$ cat config.mk
export PLATFORM = sky130hd
export DESIGN_NAME = mult8u_product_accum_flat
export DESIGN_NICKNAME = d
export VERILOG_FILES = /design/src/rtl/mult8u_product_accum_if.sv /design/src/rtl/mult8u_product_accum.sv /design/src/flat_wrapper.sv
export SDC_FILE = /design/constraint.sdc
export NUM_CORES = 1
export LEC_CHECK = 0
export BUFFER_PORTS_ARGS = -buffer_cell sky130_fd_sc_hd__clkbuf_2
export CAP_MARGIN = 40
export CORE_UTILIZATION = 45
export CTS_CLUSTER_SIZE = 10
export DETAILED_ROUTE_END_ITERATION = 16
export PLACE_DENSITY = 0.71
export SYNTH_ARGS = -nofsm -noshare
export SYNTH_HDL_FRONTEND = slang
export SYNTH_SLANG_ARGS = --single-unit
$ cat constraint.sdc
create_clock -name clk -period 2.4 [get_ports clk]
set_clock_uncertainty 0.2 [all_clocks]
set_input_delay 0.24 -clock clk [delete_from_list [all_inputs] [get_ports clk]]
set_output_delay 0.24 -clock clk [all_outputs]
set_load 0.01 [all_outputs]
$ cat src/rtl/mult8u_product_accum_if.sv
// Handshake bundle for the product accumulator: product stream in, frame result out.
// clr travels with the bus because whoever drives the stream also aborts frames.
interface mult8u_product_accum_if #(
  parameter int unsigned ACC_W = 24
);
  logic             clr;
  logic [15:0]      product;
  logic             in_valid;
  logic             in_ready;
  logic [ACC_W-1:0] out_sum;
  logic             out_ovf;
  logic             out_valid;
  logic             out_ready;

  modport master (
    output clr, product, in_valid, out_ready,
    input  in_ready, out_sum, out_ovf, out_valid
  );

  modport slave (
    input  clr, product, in_valid, out_ready,
    output in_ready, out_sum, out_ovf, out_valid
  );
endinterface

$ cat src/rtl/mult8u_product_accum.sv
// Sums LEN unsigned 16-bit products per frame and presents the sum until it is taken.
// Define MULT8U_ACCUM_SAT_EN to saturate the sum on overflow instead of wrapping.
module mult8u_product_accum #(
  parameter int unsigned ACC_W = 24,
  parameter int unsigned LEN   = 8
) (
  input logic                   clk,
  input logic                   rst,
  mult8u_product_accum_if.slave bus
);
  localparam int unsigned CntW = $clog2(LEN);
  localparam logic [CntW-1:0]  CntLast = CntW'(LEN - 1);
  localparam logic [ACC_W-1:0] SumMax  = '1;

  localparam logic StAcc  = 1'b0;
  localparam logic StHold = 1'b1;

  logic             state_q, state_d;
  logic [CntW-1:0]  cnt_q, cnt_d;
  logic [ACC_W-1:0] sum_q, sum_d;
  logic             ovf_q, ovf_d;

  logic             accept;
  logic [ACC_W:0]   add_full;
  logic             carry;
  logic [ACC_W-1:0] add_sum;

  assign bus.in_ready  = (state_q == StAcc);
  assign bus.out_valid = (state_q == StHold);
  assign bus.out_sum   = sum_q;
  assign bus.out_ovf   = ovf_q;

  assign accept   = bus.in_valid & bus.in_ready & ~bus.clr;
  assign add_full = {1'b0, sum_q} + {{(ACC_W - 15){1'b0}}, bus.product};
  assign carry    = add_full[ACC_W];

`ifdef MULT8U_ACCUM_SAT_EN
  // Once clamped at all-ones, any further nonzero product carries again, so it stays clamped.
  assign add_sum = carry ? SumMax : add_full[ACC_W-1:0];
`else
  assign add_sum = add_full[ACC_W-1:0];
`endif

  always_comb begin
    state_d = state_q;
    cnt_d   = cnt_q;
    sum_d   = sum_q;
    ovf_d   = ovf_q;
    if (bus.clr) begin
      state_d = StAcc;
      cnt_d   = '0;
      sum_d   = '0;
      ovf_d   = 1'b0;
    end else if (state_q == StAcc) begin
      if (accept) begin
        sum_d = add_sum;
        ovf_d = ovf_q | carry;
        if (cnt_q == CntLast) begin
          cnt_d   = '0;
          state_d = StHold;
        end else begin
          cnt_d = cnt_q + CntW'(1);
        end
      end
    end else if (bus.out_ready) begin
      // Result taken: the next frame starts from a zero sum.
      state_d = StAcc;
      sum_d   = '0;
      ovf_d   = 1'b0;
    end
  end

  always_ff @(posedge clk or posedge rst) begin
    if (rst) begin
      state_q <= StAcc;
      cnt_q   <= '0;
      sum_q   <= '0;
      ovf_q   <= 1'b0;
    end else begin
      state_q <= state_d;
      cnt_q   <= cnt_d;
      sum_q   <= sum_d;
      ovf_q   <= ovf_d;
    end
  end
endmodule

$ cat src/flat_wrapper.sv
// flat-port wrapper written by rule: the top's interface ports become plain ports
module mult8u_product_accum_flat 
#(
  parameter int unsigned ACC_W = 24,
  parameter int unsigned LEN   = 8
)
  (clk, rst, bus_clr, bus_product, bus_in_valid, bus_out_ready, bus_in_ready, bus_out_sum, bus_out_ovf, bus_out_valid);
  mult8u_product_accum_if #(.ACC_W(ACC_W)) bus_i ();
  input logic clk;
  input logic rst;
  input wire logic [$bits(bus_i.clr)-1:0] bus_clr;
  input wire logic [$bits(bus_i.product)-1:0] bus_product;
  input wire logic [$bits(bus_i.in_valid)-1:0] bus_in_valid;
  input wire logic [$bits(bus_i.out_ready)-1:0] bus_out_ready;
  output wire logic [$bits(bus_i.in_ready)-1:0] bus_in_ready;
  output wire logic [$bits(bus_i.out_sum)-1:0] bus_out_sum;
  output wire logic [$bits(bus_i.out_ovf)-1:0] bus_out_ovf;
  output wire logic [$bits(bus_i.out_valid)-1:0] bus_out_valid;
  assign bus_i.clr = bus_clr;
  assign bus_i.product = bus_product;
  assign bus_i.in_valid = bus_in_valid;
  assign bus_i.out_ready = bus_out_ready;
  assign bus_in_ready = bus_i.in_ready;
  assign bus_out_sum = bus_i.out_sum;
  assign bus_out_ovf = bus_i.out_ovf;
  assign bus_out_valid = bus_i.out_valid;
  mult8u_product_accum #(.ACC_W(ACC_W), .LEN(LEN)) u_core (.clk(clk), .rst(rst), .bus(bus_i));
endmodule
==> flow_metrics.py, run 1 <==
metrics = {
    "floorplanning": {
        "die_width_um": 71.4,
        "coreArea_um2": 4470,
        "initial_utilization_pct": 48.4,
        "die_area_um2": 5090,
        "die_h_um": 71.4,
        "rows": 24,
        "io_pins": 48,
    },
    "synthesis": {
        "synthArstFlopShare_pct": 100,
        "yosys.area.top_type_share_pct": 33.5,
        "synth.distinct_cells": 46,
        "yosysTopAreaCell": "dfrtp_1",
        "ys_seq_elements": 29,
        "synth_most_common_cell": "nand2_1",
        "syn-cell-area_um2": 2170,
        "synth_edf_count": 0,
        "ys_seq_area_share_pct": 33.5,
        "ys_top_cells_by_count": "nand2_1, dfrtp_1, o21ai_0",
        "synth_nets": 300,
        "yosys-top-cells-area": "dfrtp_1, ha_1, nand2_1, o21ai_0, a21oi_1",
        "synth.avg_cell_area_um2": 8.33,
        "ys_dominant_reg_cell": "dfrtp_1",
        "ys_warn_count": 0,
        "syn_inst": 260,
    },
    "timing": {
        "tightest_slew_ps": 389,
        "rsz0062_at_grt": "yes",
        "fmax_ghz": 0.428,
        "slew_viol_final": 0,
        "slew_headroom_pct": 74.1,
        "period_minus_slack_ps": 2340,
        "period_share_pct": 97.4,
        "setup_viol": 0,
        "hold_viol_final": 0,
    },
    "clock_tree": {
        "cts_root_buf": "clkbuf_8",
        "cts_setup_buffers": 0,
        "h-tree-depth": 2,
        "cts.clk_slew.worst_paths_ps": 60,
        "cts.sinks": 29,
        "clkLatencyLatePin_ps": 280,
        "cts.path.max_buffers": 2,
        "cts_tree": "built",
        "cts_buffers": 5,
    },
    "global_routing": {
        "grt_pass1_vias": 2027,
        "track_usage_pct": 22.9,
        "grt_pass1_wl_um": 9120,
        "grt_max_degree": 30,
        "antenna_found_initial": 0,
        "grt_overflow": 0,
    },
    "power_and_ir_drop": {
        "intPower_mw": 1.11,
        "seqPwrFrac_pct": 33.8,
        "pwr_density_cell_nw_per_um2": 695,
        "peakVddDrop_mv": 0.293,
        "p_comb_share_pct": 45.0,
        "swShare_pct": 39.5,
        "total_power_mw": 1.84,
        "leakagePower_nw": 1.25,
        "power_frac_clock_pct": 21.2,
        "switching_power_mw": 0.725,
    },
    "drt": {
        "wl_per_cell_um": 14.3,
        "highest_layer": "met4",
        "drt-total-wl_um": 5290,
        "wl_met2_um": 2520,
        "vias": 2087,
        "first_pass_iters": 10,
        "first_iter_violations": 141,
        "met1Wirelength_um": 2430,
        "wl_met3_um": 266,
        "drc_errors": 4,
        "drtAntennaViolNets": 0,
        "vias_per_cell": 5.66,
    },
    "critical_path": {
        "path_class": "flip-flop to flip-flop",
        "end_kind": "flip-flop",
        "crit-reg2reg-launch": "u_core.bus.out_sum[1]",
        "cp-endpoint": "u_core.bus.out_sum[19]",
        "r2r_slack_ps": 60,
        "critPathLaunchType": "flip-flop",
        "cp_slowest_cell": "dfrtp_2",
        "crit_arrival_ps": 2340,
        "path_max_fanout": 4,
        "path_cells": "ha_1 > a211oi_2 > o211ai_1 > a21oi_2 > o31ai_4 > or2_1 > a31oi_1",
        "r2r_cells": 7,
        "required_ps": 2400,
        "crit_path_max_incr_delay_ps": 440,
        "r2r-end": "u_core.bus.out_sum[19]",
        "crit_start": "u_core.bus.out_sum[1]",
    },
    "placed_design": {
        "place_congestion": 0.898,
        "place_area_um2": 2510,
        "placed_cells": 360,
        "hpwl_um": 3960,
        "port_buffers": 47,
    },
    "hold_path": {
        "hold_path_class": "input pin to flip-flop",
    },
    "layout": {
        "drive_above_1_share_pct": 27.1,
        "final_cell_area_um2": 2640,
        "syn2layout_area_growth_pct": 22.0,
        "fin_nets": 356,
        "fin_cells": 369,
        "num_antenna_cells": 0,
    },
    "outcome": {
        "violations": "design-rule violations",
        "outcome": "finished with violations",
    },
    "run": {
        "drv_cap": 0,
    },
}
==> sequential cells by signal, indices dropped and copies added (netlist names) <==
signal                cells
u_core.bus.out_ovf        1
u_core.bus.out_sum       24
u_core.bus.out_valid      1
u_core.cnt_q              3
==> worst min path at each step <==
stage / startpoint / end / slack, ps / cells after the start
after floorplan: rst / u_core.bus.out_ovf / 120 / 1
after global placement: rst / u_core.bus.out_sum[0] / 120 / 3
after detailed placement: rst / u_core.bus.out_valid / 140 / 3
after CTS: bus_clr / u_core.bus.out_valid / 7 / 2
after global routing: bus_clr / u_core.bus.out_valid / 40 / 2
final: bus_clr / u_core.cnt_q[2] / 20 / 2
==> placed cells by master (no fill, tap or decap), drive strengths merged, types with 6 or more instances in the layout <==
cell type,Yosys,routed
nand3,8,8
a21oi,28,28
nor2,12,12
nand4,7,7
xnor2,7,7
xor2,6,6
buf,6,14
ha,18,18
dfrtp,29,29
nand2,40,40
inv,7,7
nor3,7,7
clkbuf,7,55
o21ai,29,29
==> kinds of logic (layout without fill, tap and decap cells) <==
logic type	count (synthesis)	in the layout	synth area share [%]
AOI/OAI and AO/OA	89	89	26.5
and+or+nand+nor	89	89	19.0
DFF	29	29	33.5
buffers and inverters	20	77	3.99
xor gates and xnor gates	13	13	5.26
muxes	1	1	0.462
adders and majority gates	19	19	11.3
==> routing by layer <==
layer,global-route usage (%),up-vias
met2,39.5,55
met3,3.94,6
li1,-,1054
met5,0,-
met1,29.5,972
met4,6.67,0
==> critical path: cells and delay by family (launching register included) <==
| family | cells | cell delay (ps) |
|---|---|---|
| compound gates | 5 | 1050 |
| flops | 1 | 440 |
| fa+ha+maj | 1 | 330 |
| simple gates | 1 | 230 |
==> area by class of cell <==
type                    instances  area (µm²)
well taps                      52        65.1
multi-input cells             211        1390
clock buffers                   8        80.1
flip-flops and latches         29         727
repair buffers                 62         350
fillers                       412        1830
inverters                       7        26.3
==> metrics by stage <==
stage	worst slack (ps)	TNS (ps)	util [%]	hold slack, ps
final	61.4	0	59.0	17.1
after global routing	-21.8	-33.9	59.0	38.4
after CTS	2.55	0	58.1	6.95
after detailed placement	20.5	0	56.1	137
after global placement	64.3	0	56.1	119
after floorplan	28.0	0	-	118
==> power by group through the flow <==
stage / logic, mW / clock network [mW] / registers [mW]
floorplan: 0.541 / 0 / 0.636
global placement: 0.780 / 0 / 0.627
detailed placement: 0.793 / 0 / 0.628
CTS: 0.797 / 0.403 / 0.620
global route: 0.928 / 0.420 / 0.631
finish: 0.826 / 0.389 / 0.621
==> what timing repair did <==
| item | in CTS | in global routing |
|---|---|---|
| endpoints found under the setup margin | 0 | 14 |
| hold endpoints to repair | 29 | 0 |
| hold buffers | 1 | 0 |
| gates resized for setup | 0 | 13 |
No activity file was read; power rests on OpenSTA's default activity.
==> run 2: changes to the inputs <==
--- a/config.mk
+++ b/config.mk
@@ -5,7 +5,7 @@
 export SDC_FILE = /design/constraint.sdc
 export NUM_CORES = 1
 export LEC_CHECK = 0
-export BUFFER_PORTS_ARGS = -buffer_cell sky130_fd_sc_hd__clkbuf_2
+export BUFFER_PORTS_ARGS = -buffer_cell sky130_fd_sc_hd__buf_2
 export CAP_MARGIN = 40
 export CORE_UTILIZATION = 45
 export CTS_CLUSTER_SIZE = 10
==> flow_metrics.py, run 2 (synthesis gave the netlist of run 1 again) <==
metrics = {
    "critical_path": {
        "end_kind": "flip-flop",
        "crit_arrival_ps": 2310,
        "crit_path_max_incr_delay_ps": 490,
        "worst_path_dominant_cell_family": "simple AND/OR/NAND/NOR gates",
        "cp_slowest_cell": "or4_1",
        "r2r_slack_ps": 100,
        "r2r_cells": 8,
        "path_cells": "ha_2 > nand2_1 > buf_4 > nor2_1 > a211o_1 > a22oi_2 > or4_1 > nand3_1",
        "critPathLaunchType": "flip-flop",
        "path_class": "flip-flop to flip-flop",
        "crit_buf_inv": 1,
        "crit-reg2reg-launch": "u_core.bus.out_sum[6]",
        "required_ps": 2420,
        "path_max_fanout": 6,
        "r2r-end": "u_core.bus.out_sum[21]",
    },
    "hold_path": {
        "min_to": "u_core.bus.out_valid",
        "hold_path_class": "input pin to flip-flop",
        "hp-start": "bus_in_valid",
        "hold_depth": 3,
    },
    "power_and_ir_drop": {
        "power_frac_clock_pct": 26.8,
        "switching_power_mw": 0.741,
        "p_comb_share_pct": 42.3,
        "intPower_mw": 1.26,
        "leakagePower_nw": 1.29,
        "total_power_mw": 2.00,
        "peakVddDrop_mv": 0.323,
        "seqPwrFrac_pct": 30.9,
        "swShare_pct": 37.0,
        "pwr_density_cell_nw_per_um2": 736,
    },
    "layout": {
        "n_fill_cell": 411,
        "fin_cells": 372,
        "largest_register_ff_count": 24,
        "syn2layout_area_growth_pct": 25.7,
        "num_antenna_cells": 0,
        "fin_nets": 359,
        "drive_above_1_share_pct": 29.4,
        "final_common_cell": "buf_2",
        "final_core_utilization_pct": 60.9,
        "final_cell_mix": "buf_2, nand2_1, dfrtp_1, o21ai_0, a21oi_1",
        "final_cell_area_um2": 2720,
    },
    "placed_design": {
        "place_ws_ps": 0.107,
        "hpwl_um": 3940,
        "placed_cells": 361,
        "place_congestion": 0.874,
        "place_area_um2": 2520,
        "port_buffers": 47,
    },
    "global_routing": {
        "track_usage_pct": 22.8,
        "grt_pass1_vias": 2028,
        "grt_overflow": 0,
        "grt_pass1_wl_um": 9070,
        "grt_max_degree": 30,
        "antenna_found_initial": 0,
    },
    "timing": {
        "slew_viol_final": 0,
        "period_minus_slack_ps": 2300,
        "tightest_slew_ps": 423,
        "hold_viol_final": 0,
        "worst_slack_ps": 105,
        "timing.hold.ws_ps": 36.6,
        "setup_viol": 0,
        "period_share_pct": 95.6,
        "fmax_ghz": 0.436,
        "slew_headroom_pct": 71.5,
        "fin_setup_tns_ps": 0,
        "rsz0062_at_grt": "yes",
    },
    "floorplanning": {
        "die_area_um2": 5090,
        "rows": 24,
        "initial_utilization_pct": 48.4,
        "io_pins": 48,
        "die_width_um": 71.4,
        "coreArea_um2": 4470,
        "die_h_um": 71.4,
    },
    "clock_tree": {
        "h-tree-depth": 2,
        "cts_tree": "built",
        "cts.path.max_buffers": 2,
        "cts.clk_slew.worst_paths_ps": 70,
        "clkLatencyLatePin_ps": 290,
        "cts.sinks": 29,
        "cts_root_buf": "clkbuf_8",
        "cts_buffers": 5,
    },
    "drt": {
        "drt-total-wl_um": 5430,
        "first_iter_violations": 129,
        "vias_per_cell": 5.67,
        "drtAntennaViolNets": 0,
        "vias": 2108,
        "first_pass_iters": 10,
        "wl_per_cell_um": 14.6,
        "drc_errors": 4,
    },
    "outcome": {
        "outcome": "finished with violations",
        "violations": "design-rule violations",
    },
    "run": {
        "drv_cap": 0,
    },
}
-- run 2: cell types whose count changed in the layout (fill, tap and decap cells not counted), sizes merged --
cell         change
clkinvlp         +1
clkbuf          -49
bufinv           +1
buf             +49
dlygate4sd3      +1
-- run 2: worst register-to-register path, delay by kind of cell, from the launching register on --
| family | cells | cell delay, ps |
|---|---|---|
| simple gates | 4 | 820 |
| flops | 1 | 400 |
| fa+ha+maj | 1 | 400 |
| buf+inv | 1 | 140 |
| compound gates | 2 | 280 |
-- run 2: area by class of cell --
type / instances / area (µm²) / share of cell area, %
clock buffer: 6 / 82.6 / 3.03
timing repair buffer: 65 / 375 / 13.8
tap: 52 / 65.1 / 2.39
sequential: 29 / 727 / 26.7
inverter: 7 / 26.3 / 0.965
clock inverter: 2 / 37.5 / 1.38
multi-input combinational: 211 / 1410 / 51.7
-- run 2: worst max-delay path by stage --
stage | from | end | slack [ps] | cells after the start
floorplan | u_core.bus.out_sum[0] | u_core.bus.out_sum[18] | 30 | 8
global placement | u_core.bus.out_sum[0] | u_core.bus.out_sum[22] | 80 | 9
detailed placement | u_core.bus.out_sum[0] | u_core.bus.out_sum[20] | 0.1 | 9
CTS | u_core.bus.out_sum[6] | u_core.bus.out_sum[23] | 20 | 8
global route | u_core.bus.out_sum[1] | u_core.bus.out_sum[22] | -20 | 9
finish | u_core.bus.out_sum[6] | u_core.bus.out_sum[21] | 100 | 8
-- run 2: routing by layer --
layer	GRT usage [%]	vias to the layer above	share of wire [%]
li1	-	1060	-
met1	29.7	980	46
met4	9.11	0	1.6
met3	3.38	9	4.8
met5	0	-	0
met2	38.1	59	48
-- run 2: power groups by stage --
stage / sequential, mW / combinational (mW) / clock, mW
after floorplan: 0.636 / 0.541 / 0
after global placement: 0.624 / 0.792 / 0
after detailed placement: 0.628 / 0.803 / 0
after CTS: 0.619 / 0.812 / 0.550
after global routing: 0.631 / 0.946 / 0.570
final: 0.619 / 0.848 / 0.537
-- run 2: repair_timing --
action,4_1_cts,5_1_grt
gates resized for setup,2,12
cloned,0,0
buffers inserted,0,1
endpoints found under the setup margin,3,11
pin swaps,1,5
hold buffers,2,0
endpoints found under the hold margin,33,0
